==> src/rtl/sd_spi_target_pkg.sv <==
// Shared types and defaults for the SD-card SPI mode-0 target.
package sd_spi_target_pkg;

  localparam int         DEF_DATA_W    = 8;
  localparam logic [7:0] DEF_FILL_BYTE = 8'hFF;

  typedef enum logic [0:0] {
    ST_IDLE   = 1'b0,
    ST_ACTIVE = 1'b1
  } state_e;

endpackage

==> src/rtl/sd_spi_target_if.sv <==
// SPI pins plus the RX/TX byte streams of the SD-card SPI target.
interface sd_spi_target_if #(
  parameter int DATA_W = 8
);
  logic              spi_sclk;
  logic              spi_cs_n;
  logic              spi_mosi;
  logic              spi_miso;
  logic              spi_miso_oe;
  logic [DATA_W-1:0] rx_data;
  logic              rx_valid;
  logic              rx_ready;
  logic [DATA_W-1:0] tx_data;
  logic              tx_valid;
  logic              tx_ready;
  logic              overrun;
  logic              selected;

  modport slave (
    input  spi_sclk, spi_cs_n, spi_mosi, rx_ready, tx_data, tx_valid,
    output spi_miso, spi_miso_oe, rx_data, rx_valid, tx_ready, overrun, selected
  );

  modport master (
    output spi_sclk, spi_cs_n, spi_mosi, rx_ready, tx_data, tx_valid,
    input  spi_miso, spi_miso_oe, rx_data, rx_valid, tx_ready, overrun, selected
  );
endinterface

==> src/rtl/sd_spi_target_sync.sv <==
// N-stage synchroniser for one asynchronous SPI pin, reset to a chosen level.
module plasma_sync_bit #(
  parameter int   STAGES  = 2,
  parameter logic RST_VAL = 1'b0
) (
  input  logic clk,
  input  logic reset,
  input  logic d_i,
  output logic q_o
);

  logic [STAGES-1:0] sync_q;

  always_ff @(posedge clk) begin
    if (reset) sync_q <= {STAGES{RST_VAL}};
    else       sync_q <= {sync_q[STAGES-2:0], d_i};
  end

  assign q_o = sync_q[STAGES-1];

endmodule

==> src/rtl/sd_spi_target.sv <==
// SPI mode-0 target: oversampled pins, MOSI bytes to an RX stream, TX stream onto MISO.
//
// state     | meaning
// ST_IDLE   | deselected, miso parked high, sclk ignored
// ST_ACTIVE | cs_n low, bytes framed on sclk edges
module sd_spi_target
  import sd_spi_target_pkg::*;
#(
  parameter int                DATA_W      = DEF_DATA_W,
  parameter int                SYNC_STAGES = 2,
  parameter logic [DATA_W-1:0] FILL_BYTE   = DATA_W'(DEF_FILL_BYTE)
) (
  input  logic            clk,
  input  logic            reset,
  sd_spi_target_if.slave  bus
);

  localparam int              CNT_W  = (DATA_W > 2) ? $clog2(DATA_W) : 1;
  localparam logic [CNT_W-1:0] LAST  = CNT_W'(DATA_W - 1);
  localparam logic [0:0]      IDLE   = ST_IDLE;
  localparam logic [0:0]      ACTIVE = ST_ACTIVE;

  logic sclk_s, cs_n_s, mosi_s;

  // cs_n syncs to 0 so a select held low through reset never looks like a fall
  plasma_sync_bit #(.STAGES(SYNC_STAGES), .RST_VAL(1'b0)) u_sync_sclk (
    .clk(clk), .reset(reset), .d_i(bus.spi_sclk), .q_o(sclk_s));
  plasma_sync_bit #(.STAGES(SYNC_STAGES), .RST_VAL(1'b0)) u_sync_cs (
    .clk(clk), .reset(reset), .d_i(bus.spi_cs_n), .q_o(cs_n_s));
  plasma_sync_bit #(.STAGES(SYNC_STAGES), .RST_VAL(1'b0)) u_sync_mosi (
    .clk(clk), .reset(reset), .d_i(bus.spi_mosi), .q_o(mosi_s));

  logic sclk_dly_q, cs_dly_q;
  logic sclk_rise_q, sclk_fall_q, cs_rise_q, cs_fall_q, mosi_q;

  always_ff @(posedge clk) begin
    if (reset) begin
      sclk_dly_q  <= 1'b0;
      cs_dly_q    <= 1'b0;
      sclk_rise_q <= 1'b0;
      sclk_fall_q <= 1'b0;
      cs_rise_q   <= 1'b0;
      cs_fall_q   <= 1'b0;
      mosi_q      <= 1'b0;
    end else begin
      sclk_dly_q  <= sclk_s;
      cs_dly_q    <= cs_n_s;
      sclk_rise_q <= sclk_s & ~sclk_dly_q;
      sclk_fall_q <= ~sclk_s & sclk_dly_q;
      cs_rise_q   <= cs_n_s & ~cs_dly_q;
      cs_fall_q   <= ~cs_n_s & cs_dly_q;
      mosi_q      <= mosi_s;
    end
  end

  logic [0:0]        state_q, state_d;
  logic [CNT_W-1:0]  bit_cnt_q, bit_cnt_d;
  logic [DATA_W-2:0] rx_shift_q, rx_shift_d;
  logic [DATA_W-1:0] tx_shift_q, tx_shift_d;
  logic              miso_q, miso_d;
  logic [DATA_W-1:0] hold_q, hold_d;
  logic              held_q, held_d;
  logic [DATA_W-1:0] rx_data_q, rx_data_d;
  logic              rx_valid_q, rx_valid_d;
  logic              overrun_q, overrun_d;

  logic              load, frame_done, tx_accept, rx_take;
  logic [DATA_W-1:0] load_byte, rx_byte;

  always_comb begin
    state_d    = state_q;
    bit_cnt_d  = bit_cnt_q;
    rx_shift_d = rx_shift_q;
    tx_shift_d = tx_shift_q;
    miso_d     = miso_q;
    hold_d     = hold_q;
    held_d     = held_q;
    rx_data_d  = rx_data_q;
    rx_valid_d = rx_valid_q;
    overrun_d  = 1'b0;
    load       = 1'b0;
    frame_done = 1'b0;
    tx_accept  = bus.tx_valid && !held_q;
    rx_take    = rx_valid_q && bus.rx_ready;
    load_byte  = held_q ? hold_q : FILL_BYTE;
    rx_byte    = {rx_shift_q, mosi_q};

    case (state_q)
      IDLE: begin
        miso_d = 1'b1;
        if (cs_fall_q) begin
          state_d   = ACTIVE;
          bit_cnt_d = '0;
          load      = 1'b1;
          miso_d    = load_byte[DATA_W-1];
        end
      end
      default: begin
        if (cs_rise_q) begin
          state_d   = IDLE;
          bit_cnt_d = '0;
          miso_d    = 1'b1;
        end else if (sclk_rise_q) begin
          rx_shift_d = rx_byte[DATA_W-2:0];
          if (bit_cnt_q == LAST) begin
            bit_cnt_d  = '0;
            frame_done = 1'b1;
            load       = 1'b1;
          end else begin
            bit_cnt_d = bit_cnt_q + 1'b1;
          end
        end else if (sclk_fall_q) begin
          // count at zero means the shifter was just reloaded: present its MSB unshifted
          if (bit_cnt_q == '0) begin
            miso_d = tx_shift_q[DATA_W-1];
          end else begin
            tx_shift_d = tx_shift_q << 1;
            miso_d     = tx_shift_q[DATA_W-2];
          end
        end
      end
    endcase

    if (load) begin
      tx_shift_d = load_byte;
      held_d     = 1'b0;
    end
    if (tx_accept) begin
      hold_d = bus.tx_data;
      held_d = 1'b1;
    end

    if (rx_take) rx_valid_d = 1'b0;
    if (frame_done) begin
      if (!rx_valid_q || bus.rx_ready) begin
        rx_data_d  = rx_byte;
        rx_valid_d = 1'b1;
      end else begin
        overrun_d = 1'b1;
      end
    end
  end

  always_ff @(posedge clk) begin
    if (reset) begin
      state_q    <= IDLE;
      bit_cnt_q  <= '0;
      rx_shift_q <= '0;
      tx_shift_q <= '0;
      miso_q     <= 1'b1;
      hold_q     <= '0;
      held_q     <= 1'b0;
      rx_data_q  <= '0;
      rx_valid_q <= 1'b0;
      overrun_q  <= 1'b0;
    end else begin
      state_q    <= state_d;
      bit_cnt_q  <= bit_cnt_d;
      rx_shift_q <= rx_shift_d;
      tx_shift_q <= tx_shift_d;
      miso_q     <= miso_d;
      hold_q     <= hold_d;
      held_q     <= held_d;
      rx_data_q  <= rx_data_d;
      rx_valid_q <= rx_valid_d;
      overrun_q  <= overrun_d;
    end
  end

  assign bus.spi_miso    = miso_q;
  assign bus.selected    = (state_q == ACTIVE);
  assign bus.spi_miso_oe = (state_q == ACTIVE);
  assign bus.tx_ready    = !held_q;
  assign bus.rx_data     = rx_data_q;
  assign bus.rx_valid    = rx_valid_q;
  assign bus.overrun     = overrun_q;

endmodule
==> src/flat_wrapper.sv <==
// flat-port wrapper written by rule: the top's interface ports become plain ports
module sd_spi_target_flat import sd_spi_target_pkg::*;
#(
  parameter int                DATA_W      = DEF_DATA_W,
  parameter int                SYNC_STAGES = 2,
  parameter logic [DATA_W-1:0] FILL_BYTE   = DATA_W'(DEF_FILL_BYTE)
)
  (clk, reset, bus_spi_sclk, bus_spi_cs_n, bus_spi_mosi, bus_rx_ready, bus_tx_data, bus_tx_valid, bus_spi_miso, bus_spi_miso_oe, bus_rx_data, bus_rx_valid, bus_tx_ready, bus_overrun, bus_selected);
  sd_spi_target_if #(.DATA_W(DATA_W)) bus_i ();
  input  logic clk;
  input  logic reset;
  input wire logic [$bits(bus_i.spi_sclk)-1:0] bus_spi_sclk;
  input wire logic [$bits(bus_i.spi_cs_n)-1:0] bus_spi_cs_n;
  input wire logic [$bits(bus_i.spi_mosi)-1:0] bus_spi_mosi;
  input wire logic [$bits(bus_i.rx_ready)-1:0] bus_rx_ready;
  input wire logic [$bits(bus_i.tx_data)-1:0] bus_tx_data;
  input wire logic [$bits(bus_i.tx_valid)-1:0] bus_tx_valid;
  output wire logic [$bits(bus_i.spi_miso)-1:0] bus_spi_miso;
  output wire logic [$bits(bus_i.spi_miso_oe)-1:0] bus_spi_miso_oe;
  output wire logic [$bits(bus_i.rx_data)-1:0] bus_rx_data;
  output wire logic [$bits(bus_i.rx_valid)-1:0] bus_rx_valid;
  output wire logic [$bits(bus_i.tx_ready)-1:0] bus_tx_ready;
  output wire logic [$bits(bus_i.overrun)-1:0] bus_overrun;
  output wire logic [$bits(bus_i.selected)-1:0] bus_selected;
  assign bus_i.spi_sclk = bus_spi_sclk;
  assign bus_i.spi_cs_n = bus_spi_cs_n;
  assign bus_i.spi_mosi = bus_spi_mosi;
  assign bus_i.rx_ready = bus_rx_ready;
  assign bus_i.tx_data = bus_tx_data;
  assign bus_i.tx_valid = bus_tx_valid;
  assign bus_spi_miso = bus_i.spi_miso;
  assign bus_spi_miso_oe = bus_i.spi_miso_oe;
  assign bus_rx_data = bus_i.rx_data;
  assign bus_rx_valid = bus_i.rx_valid;
  assign bus_tx_ready = bus_i.tx_ready;
  assign bus_overrun = bus_i.overrun;
  assign bus_selected = bus_i.selected;
  sd_spi_target #(.DATA_W(DATA_W), .SYNC_STAGES(SYNC_STAGES), .FILL_BYTE(FILL_BYTE)) u_core (.clk(clk), .reset(reset), .bus(bus_i));
endmodule
==> config.mk <==
export PLATFORM = sky130hd
export DESIGN_NAME = sd_spi_target_flat
export DESIGN_NICKNAME = d
export VERILOG_FILES = /design/src/rtl/sd_spi_target_pkg.sv /design/src/rtl/sd_spi_target_if.sv /design/src/rtl/sd_spi_target_sync.sv /design/src/rtl/sd_spi_target.sv /design/src/flat_wrapper.sv
export SDC_FILE = /design/constraint.sdc
export NUM_CORES = 1
export LEC_CHECK = 0
export CORE_ASPECT_RATIO = 1.4
export CORE_MARGIN = 1.5
export CORE_UTILIZATION = 57
export DETAILED_ROUTE_END_ITERATION = 10
export GPL_TIMING_DRIVEN = 0
export PLACE_DENSITY = 0.83
export SLEW_MARGIN = 15
export SYNTH_ARGS = -nofsm -noshare
export SYNTH_HDL_FRONTEND = slang
export SYNTH_HIERARCHICAL = 1
export SYNTH_SLANG_ARGS = --single-unit
==> constraint.sdc <==
create_clock -name clk -period 4.2 [get_ports clk]
set_input_delay 0.42 -clock clk [delete_from_list [all_inputs] [get_ports clk]]
set_output_delay 0.42 -clock clk [all_outputs]
set_load 0.005 [all_outputs]
### After elaboration in Yosys (flattened, before gate mapping)

Index checks and enable logic that the tools add are counted.

| storage, ports and cells | value |
|---|---|
| flip-flop bits (word level) | 52 |
| bits of input ports | 15 |

| operators by class | value |
|---|---|
| $add $sub $neg | 1 |
| equal/unequal tests | 7 |
| muxes and demuxes | 32 |
| bitwise logic cells | 10 |
| reduce and logical (&&, ||, !) cells | 16 |

Operators with widths:

| operator | count |
|---|---|
| 2-to-1 mux 8 bit | 7 |
| 2-to-1 mux 1 bit | 20 |
| 2-to-1 mux 3 bit | 5 |
| nonzero test 2 bit | 4 |
| inequality test 3 x 1 -> 1 bit, second input constant | 2 |
| NOT 1 bit | 6 |
| AND reduction 2 bit | 3 |
| AND reduction 5 bit | 1 |
| AND 1 bit | 4 |
| inequality test 2 bit, second input constant | 2 |
| adder 3 x 1 -> 3 bit, second input constant | 1 |
| == test 3 bit, second input constant | 1 |
| logical NOT 3 bit | 1 |
| inequality test 3 bit, second input constant | 1 |
| AND reduction 3 bit | 1 |
| logical AND 1 bit | 2 |
| logical NOT 1 bit | 2 |
| inequality test 2 x 1 -> 1 bit, second input constant | 1 |
| OR reduction 2 bit | 1 |
| logical OR 1 bit | 1 |

### Depth between registers and ports, before layout

Gate-level depths: netlist of the first run.

| logic depth | value |
|---|---|
| depth in word-level cells | 7 |
| depth in mapped cells | 7 |
| gate-level depth less buffers | 6 |

### By module

Netlist of the first run, hierarchy kept.

By module, submodules not included:

| module | instances | cells each | area each (um^2) | sequential area each (um^2) |
|---|---|---|---|---|
| sd_spi_target | 1 | 200 | 1823.0 | 920.9 |
| plasma_sync_bit | 3 | 4 | 52.6 | 40.0 |

### Worst setup path before layout of the first run

OpenSTA, ideal clock, no wires.

| timing path | value |
|---|---|
| path kind | register to register |
| from | register u_core.bit_cnt_q[0] |
| to | register u_core.tx_shift_q[6] |
| library setup time | 88 ps |
| data arrival time | 1504 ps |
| required time | 4112 ps |
| setup slack | 2608 ps |
| cell stages (with the launch flop) | 8 |
| buffers on the path | 1 |
| period minus slack after synthesis | 1592 ps |
| path through | dfxtp_1 > inv_1 > ha_1 > nor2b_1 > o311ai_4 > buf_6 > nor2_2 > a311oi_2 |

| on the way | value |
|---|---|
| longest elaborated chain between the ends | 7 |
| elaborated cells on any way between the ends | 13 |
| those cells by class | eq/ne: 4; mux: 5; reduce/logical: 4 |

RTL lines:

| what | line | text |
|---|---|---|
| from (decl) | sd_spi_target.sv:57 | `logic [CNT_W-1:0] bit_cnt_q, bit_cnt_d;` |
| from (signal assigned) | sd_spi_target.sv:158 | `bit_cnt_q <= bit_cnt_d;` |
| == test 3 bit | sd_spi_target.sv:105 | `if (bit_cnt_q == LAST) begin` |
| 2-to-1 mux 1 bit | sd_spi_target.sv:105 |  |
| 2-to-1 mux 1 bit | sd_spi_target.sv:103 | `end else if (sclk_rise_q) begin` |
| 2-to-1 mux 1 bit | sd_spi_target.sv:99 | `if (cs_rise_q) begin` |
| 2-to-1 mux 1 bit | sd_spi_target.sv:88 | `case (state_q)` |
| inequality test 2 bit (no source line) (tied with other cells) | n/a |  |
| AND reduction 5 bit (no source line) | n/a |  |
| to (signal assigned) | sd_spi_target.sv:160 | `tx_shift_q <= tx_shift_d;` |
| to (decl) | sd_spi_target.sv:59 | `logic [DATA_W-1:0] tx_shift_q, tx_shift_d;` |

Several ways; a longest one is shown, not always the timed one.
A chain may end at the register's enable or synchronous reset.

### Worst setup path after layout of the first run

| timing path | value |
|---|---|
| from | register u_core.bit_cnt_q[0] |
| to | register u_core.tx_shift_q[4] |

Same word-level chain as after synthesis.

==> reports/metrics.cfg, run 1 <==
[die]
fp-row-count=25
start_util=0.592
io_pins=29
die_x_um=52.8
die_h_um=72.7
die_area_um2=3840
core_area_um2=3350

[worst_hold_path]
min_from=u_core/cs_dly_q
hp-class=reg -> reg

[sta]
hold_slack_ns=0.406
worstMarginPinSlew_ns=0.523
setup_viol=0
fmax_mhz=546
hold_viol_final=0
finalCritPeriodShare=0.436
finalCriticalPeriod_ns=1.83
clock_skew_ns=0.00645
rsz0062_at_grt=no
max-slew-margin-rel=0.651
final_max_slew_viol_count=0
setup_tns_ns=0

[cts]
post_cts_resized=0
cts_setup_buffers=0
cts_made_buffers=5
cts_sinks=52
cts.clk_slew.worst_paths_ns=0.08
clockRootBuffer=clkbuf_8
ctsHoldBuffers=0
h-tree-depth=2
clk_latency_ns=0.30
cts_tree=yes
ctsLongestPathBuffers=2

[critical_path]
worstSetupPathType=reg -> reg
critPathCaptureType=register
cpPeakStageDelay_ns=0.39
startpoint=u_core/bit_cnt_q[0]
crit_chain=ha_1, ha_1, nand4b_1, buf_4, nand2_4, o21ai_0, a311oi_1
timing.critical_path.slowest_stage_cell=dfxtp_1
critPathArrivalTime_ns=2.04
crit_fanout=10
crit_top_cell=ha_1
cp.required_ns=4.40
start_kind=register
r2r-start=u_core/bit_cnt_q[0]

[outcome]
run_status=finished, final reports clean

[grt]
antenna_found_initial=0
grt_pass1_wl_um=6330
grt_pass1_vias=1462
grt_overflow=0
grt_usage=0.223
grt_max_degree=15

[logic_synthesis]
synth.yosys.warnings=6
synth_flop_cell=dfxtp_1
synth_area_um2=1980
ys_seq_area_frac=0.526
ys_async_sr_fraction=0
syn_nets=230
synth_cell_types=33
synth_cells=212
ys_ff_latch=52
avgSynthCellArea_um2=9.34
synth_edf_count=0

[detailed_routing]
final_antenna_net_count=0
routed_via_density=5.29
first_iter_violations=28
wl_per_cell_um=12.5
route.vias.total=1524
wl_um=3600
dr.pass1.iters=4
drc=0

[placed_design]
dp_hpwl_um=2580
port_buffers=28
placed_area_um2=2310
place.gp.congestion=0.825

[layout]
final_common_cell=dfxtp_1
num_antenna_cells=0
drive_gt1_frac=0.0685
syn_to_final_growth_pct=21.2
layout_common_cells=dfxtp_1, clkdlybuf4s50_1, nand2_1
finalNetCount=265
final_area_um2=2400

[pwr]
power.leakage_nw=0.880
p_per_area_nw_per_um2=352
ir_drop_mv=0.319

[run]
cap_violations=0

## routing by layer
layer | up-vias | share of wire | global-route usage
li1 | 790 | - | -
met1 | 694 | 0.41 | 0.242
met2 | 33 | 0.53 | 0.390
met3 | 7 | 0.034 | 0.0574
met4 | 0 | 0.029 | 0.108
met5 | - | 0 | 0
## per-stage QoR
stage | total power [mW] | setup slack [ns] | instances | util
floorplan | 0.550 | 2.61 | 212 | -
global placement | 0.573 | 2.20 | 280 | 0.690
detailed placement | 0.575 | 2.18 | 280 | 0.690
CTS | 0.856 | 2.35 | 288 | 0.717
global route | 0.883 | 2.20 | 288 | 0.717
finish | 0.845 | 2.37 | 288 | 0.717
## sequential cells by signal, summed over array words and instances, names as in the netlist
name and count:
u_core/u_sync_mosi/sync_q 2, u_core/u_sync_cs/sync_q 2, u_core/sclk_rise_q 1, u_core/hold_q 8, u_core/bus.overrun 1, u_core/bus.spi_miso 1
u_core/sclk_dly_q 1, u_core/bus.selected 1, u_core/bus.rx_data 8, u_core/bus.rx_valid 1, u_core/sclk_fall_q 1, u_core/cs_fall_q 1
u_core/held_q 1, u_core/u_sync_sclk/sync_q 2, u_core/mosi_q 1, u_core/bit_cnt_q 3, u_core/cs_rise_q 1, u_core/cs_dly_q 1
u_core/rx_shift_q 7, u_core/tx_shift_q 8
## cells in the mapped netlist, drive strengths merged (4+ instances only)
library cell | count | area share
inv | 4 | 0.0076
nand2b | 6 | 0.023
o21ai | 7 | 0.018
nor2 | 18 | 0.035
nand3 | 14 | 0.035
mux2i | 11 | 0.056
nand2 | 29 | 0.059
buf | 7 | 0.023
clkbuf | 6 | 0.011
a311oi | 6 | 0.030
dfxtp | 52 | 0.53
nor2b | 15 | 0.047
a21oi | 19 | 0.048
## worst max-delay path: cells and delay by family (launching register included)
kind            cells  cell delay, ns
flops               1            0.39
compound gates      2            0.39
fa+ha+maj           2            0.36
simple gates        2            0.34
buf+inv             1            0.26
## final cells by class
class,instances,area (um^2)
Sequential cell,52,1040
Fill cell,272,946
Multi-Input combinational cell,142,853
Timing Repair Buffer,28,280
Clock buffer,8,90.1
Buffer,13,67.6
Tap cell,40,50.0
Inverter,5,18.8
## kinds of logic after synthesis
kind of cell	share of synthesized area
simple gates	0.222
flops	0.526
compound gates	0.135
buf+inv	0.0436
mux	0.0556
fa+ha+maj	0.0190
## power breakdown
part / internal (mW) / switching, mW
Sequential: 0.504 / 0.00590
Clock: 0.135 / 0.148
Combinational: 0.0265 / 0.0262
## path summary, 6_finish.rpt
kind | end | slack [ns] | cells past startpoint
hold reg to reg | u_core/cs_rise_q | 0.41 | 1
setup / recovery | u_core/tx_shift_q[4] | 2.37 | 7
hold / removal | u_core/cs_rise_q | 0.41 | 1
setup reg to reg | u_core/tx_shift_q[4] | 2.37 | 7
Note: power is estimated with default switching activity, not from simulation.
==> run 2, diff against run 1 <==
--- a/config.mk
+++ b/config.mk
@@ -7,10 +7,10 @@
 export LEC_CHECK = 0
 export CORE_ASPECT_RATIO = 1.4
 export CORE_MARGIN = 1.5
-export CORE_UTILIZATION = 57
+export CORE_UTILIZATION = 53
 export DETAILED_ROUTE_END_ITERATION = 10
 export GPL_TIMING_DRIVEN = 0
-export PLACE_DENSITY = 0.83
+export PLACE_DENSITY = 0.78
 export SLEW_MARGIN = 15
 export SYNTH_ARGS = -nofsm -noshare
 export SYNTH_HDL_FRONTEND = slang
==> constraint.sdc (replaced) <==
create_clock -name clk -period 1.77 [get_ports clk]
set_input_delay 0.177 -clock clk [delete_from_list [all_inputs] [get_ports clk]]
set_output_delay 0.177 -clock clk [all_outputs]
set_load 0.005 [all_outputs]
==> run 2 against run 1 <==
Compared with the run above:
- non-clock buffer count up 7
- combinational power rose by 140%
- largest power group unchanged
- highest routed layer unchanged
- first-iteration DRC count is 14% higher
- critical path type unchanged
- clock power increased by 150%
- sequential share of layout area fell by 1.7 points
- maximum frequency rose by 8.2%
- routed wire length up 0.92%
- worst setup slack worse by 2.3 ns
- register-to-register slack got worse by 2.3 ns
- final area increased by 4.5%
- critical endpoint is now u_core/tx_shift_q[0]
==> reports/metrics.cfg, run 2 (synthesis gave the netlist of run 1 again) <==
[sta]
final_max_slew_viol_count=0  ; unchanged
finalCriticalPeriod_ns=1.69  ; -0.139 ns
clock_skew_ns=0.00577  ; -0.000679 ns
hold_viol_final=0  ; unchanged
fmax_mhz=591  ; +8.2%
max-slew-margin-rel=0.658  ; +0.00624
setup_ws_ns=0.0776  ; -2.29 ns
hold_slack_ns=0.407  ; +0.000476 ns
worstMarginPinSlew_ns=0.514  ; -0.00936 ns
setup_viol=0  ; unchanged
finalCritPeriodShare=0.956  ; +0.520

[critical_path]
r2r-end=u_core/tx_shift_q[0]
start_kind=register
crit_fanout=7  ; -3
critPathCaptureType=register
startpoint=u_core/bit_cnt_q[0]
crit_chain=inv_1, ha_1, nor2b_4, o311ai_4, buf_6, a2bb2oi_1, nor2_1
cpPeakStageDelay_ns=0.43  ; +0.04 ns
cp.required_ns=1.95  ; -2.45 ns
worstSetupPathType=reg -> reg
r2r-start=u_core/bit_cnt_q[0]
cp.buffers_inverters=2  ; +1
r2r_slack_ns=0.08  ; -2.29 ns
critPathArrivalTime_ns=1.87  ; -0.17 ns
cp_top_family=compound AO/OA/AOI/OAI gates
timing.critical_path.slowest_stage_cell=o311ai_4
reg2reg_depth=7  ; unchanged

[layout]
drive_gt1_frac=0.122  ; +0.0530
num_antenna_cells=0  ; unchanged
layout_common_cells=dfxtp_1, clkdlybuf4s50_1, nand2_1
final_area_um2=2510  ; +4.5%
fin_util=0.695  ; -0.0226
final_common_cell=dfxtp_1
finalNonFillerCells=297  ; +3.1%
syn_to_final_growth_pct=26.7
finalNetCount=272  ; +2.6%

[placed_design]
dp_cells=282  ; +0.71%
place.gp.congestion=0.841  ; +1.9%
port_buffers=28  ; unchanged
placed_area_um2=2310  ; +0.11%
pre_cts_ws_ns=-0.0567  ; -2.24 ns
dp_hpwl_um=2500  ; -2.9%

[grt]
grt_max_degree=17  ; +2
grt_overflow=0  ; unchanged
grt_pass1_vias=1457  ; -0.34%
grt_pass1_wl_um=6140  ; -2.9%
antenna_found_initial=0  ; unchanged
grt_usage=0.206  ; -0.0167

[worst_hold_path]
worstHoldEndpoint=u_core/sclk_rise_q
hp-class=reg -> reg
min_from=u_core/sclk_dly_q
whs_path_depth=1  ; unchanged

[detailed_routing]
wl_um=3630  ; +0.92%
routed_via_density=5.30  ; about the same
wl_per_cell_um=12.2  ; -2.1%
drc=0  ; unchanged
final_antenna_net_count=0  ; unchanged
route.vias.total=1573  ; +3.2%
first_iter_violations=32  ; +14%
wl_met1_um=1570  ; +7.6%
top_layer_used=met4
wl_met3_um=120  ; -2.4%
dr.pass1.iters=4  ; unchanged
wl_met2_um=1870  ; -2.3%

[cts]
ctsHoldBuffers=0  ; unchanged
clockRootBuffer=clkbuf_8
h-tree-depth=2  ; unchanged
cts_tree=yes
cts_sinks=52  ; unchanged
cts.clk_slew.worst_paths_ns=0.09  ; about the same
cts_made_buffers=5  ; unchanged
clk_latency_ns=0.30  ; about the same
ctsLongestPathBuffers=2  ; unchanged

[pwr]
ir_drop_mv=0.754  ; +140%
p_per_area_nw_per_um2=809  ; +130%
power.leakage_nw=0.920  ; +4.5%

[die]
start_util=0.549  ; -0.0433
die_x_um=54.7  ; +3.5%
io_pins=29  ; unchanged
fp-row-count=26  ; +4.0%
die_area_um2=4120  ; +7.2%
core_area_um2=3610  ; +7.9%
die_h_um=75.3  ; +3.6%

[outcome]
run_status=finished, final reports clean

[run]
cap_violations=0  ; unchanged

run 2: changes by cell type in the layout (fill, tap and decap cells not counted):
cell,delta
buf_4,+5
nor2b_4,+1
ha_4,+2
ha_1,-2
nor2b_1,-1
dfxtp_4,+1
clkbuf_1,-2
dfxtp_2,+1
buf_6,+2
clkinvlp_4,+2
dfxtp_1,-2
run 2: final cells by class:
| class | count | area [um^2] |
|---|---|---|
| inverter | 5 | 18.8 |
| tap | 42 | 52.6 |
| buffer | 13 | 77.6 |
| fill | 297 | 1100 |
| clock inverter | 2 | 15.0 |
| sequential | 52 | 1050 |
| timing repair buffer | 35 | 330 |
| multi-input combinational | 142 | 886 |
| clock buffer | 6 | 82.6 |
run 2: stage by stage:
stage / total power, mW / setup TNS (ns)
2_1_floorplan: 1.30 / 0
3_3_place_gp: 1.36 / -0.0246
3_5_place_dp: 1.36 / -0.362
4_1_cts: 2.05 / 0
5_1_grt: 2.12 / -0.0134
6_report: 2.03 / 0
run 2: how the worst max path moves through the flow:
stage / endpoint / slack, ns / cells past startpoint
6_report: u_core/tx_shift_q[0] / 0.08 / 7
2_1_floorplan: u_core/tx_shift_q[6] / 0.18 / 7
3_3_place_gp: u_core/bus.rx_data[7] / -0.009 / 4
5_1_grt: u_core/tx_shift_q[6] / -0.01 / 7
3_5_place_dp: u_core/bus.rx_data[0] / -0.06 / 7
4_1_cts: u_core/tx_shift_q[6] / 0.003 / 7
run 2: per-layer routing:
layer / global-route usage / vias up
met5: 0 / -
met4: 0.0972 / 0
li1: - / 802
met2: 0.351 / 33
met1: 0.231 / 729
met3: 0.0588 / 9
run 2: what timing repair did:
item / CTS / global route
gates resized for setup: 5 / 7
gates cloned: 0 / 1
setup buffers: 3 / 3
pin swaps: 2 / 2
endpoints found under the setup margin: 15 / 16
run 2: where the power goes:
group | internal [mW] | switching (mW)
sequential | 1.19 | 0.0146
clock | 0.317 | 0.377
combinational | 0.0638 | 0.0622
run 2: worst reg2reg max path, delay by kind of cell (launching register included):
| kind | cells | cell delay (ns) |
|---|---|---|
| adder cells (fa/ha/maj) | 1 | 0.18 |
| flip-flops | 1 | 0.38 |
| AND/OR/NAND/NOR | 2 | 0.20 |
| AO/OA/AOI/OAI | 2 | 0.59 |
| buffers and inverters | 2 | 0.23 |
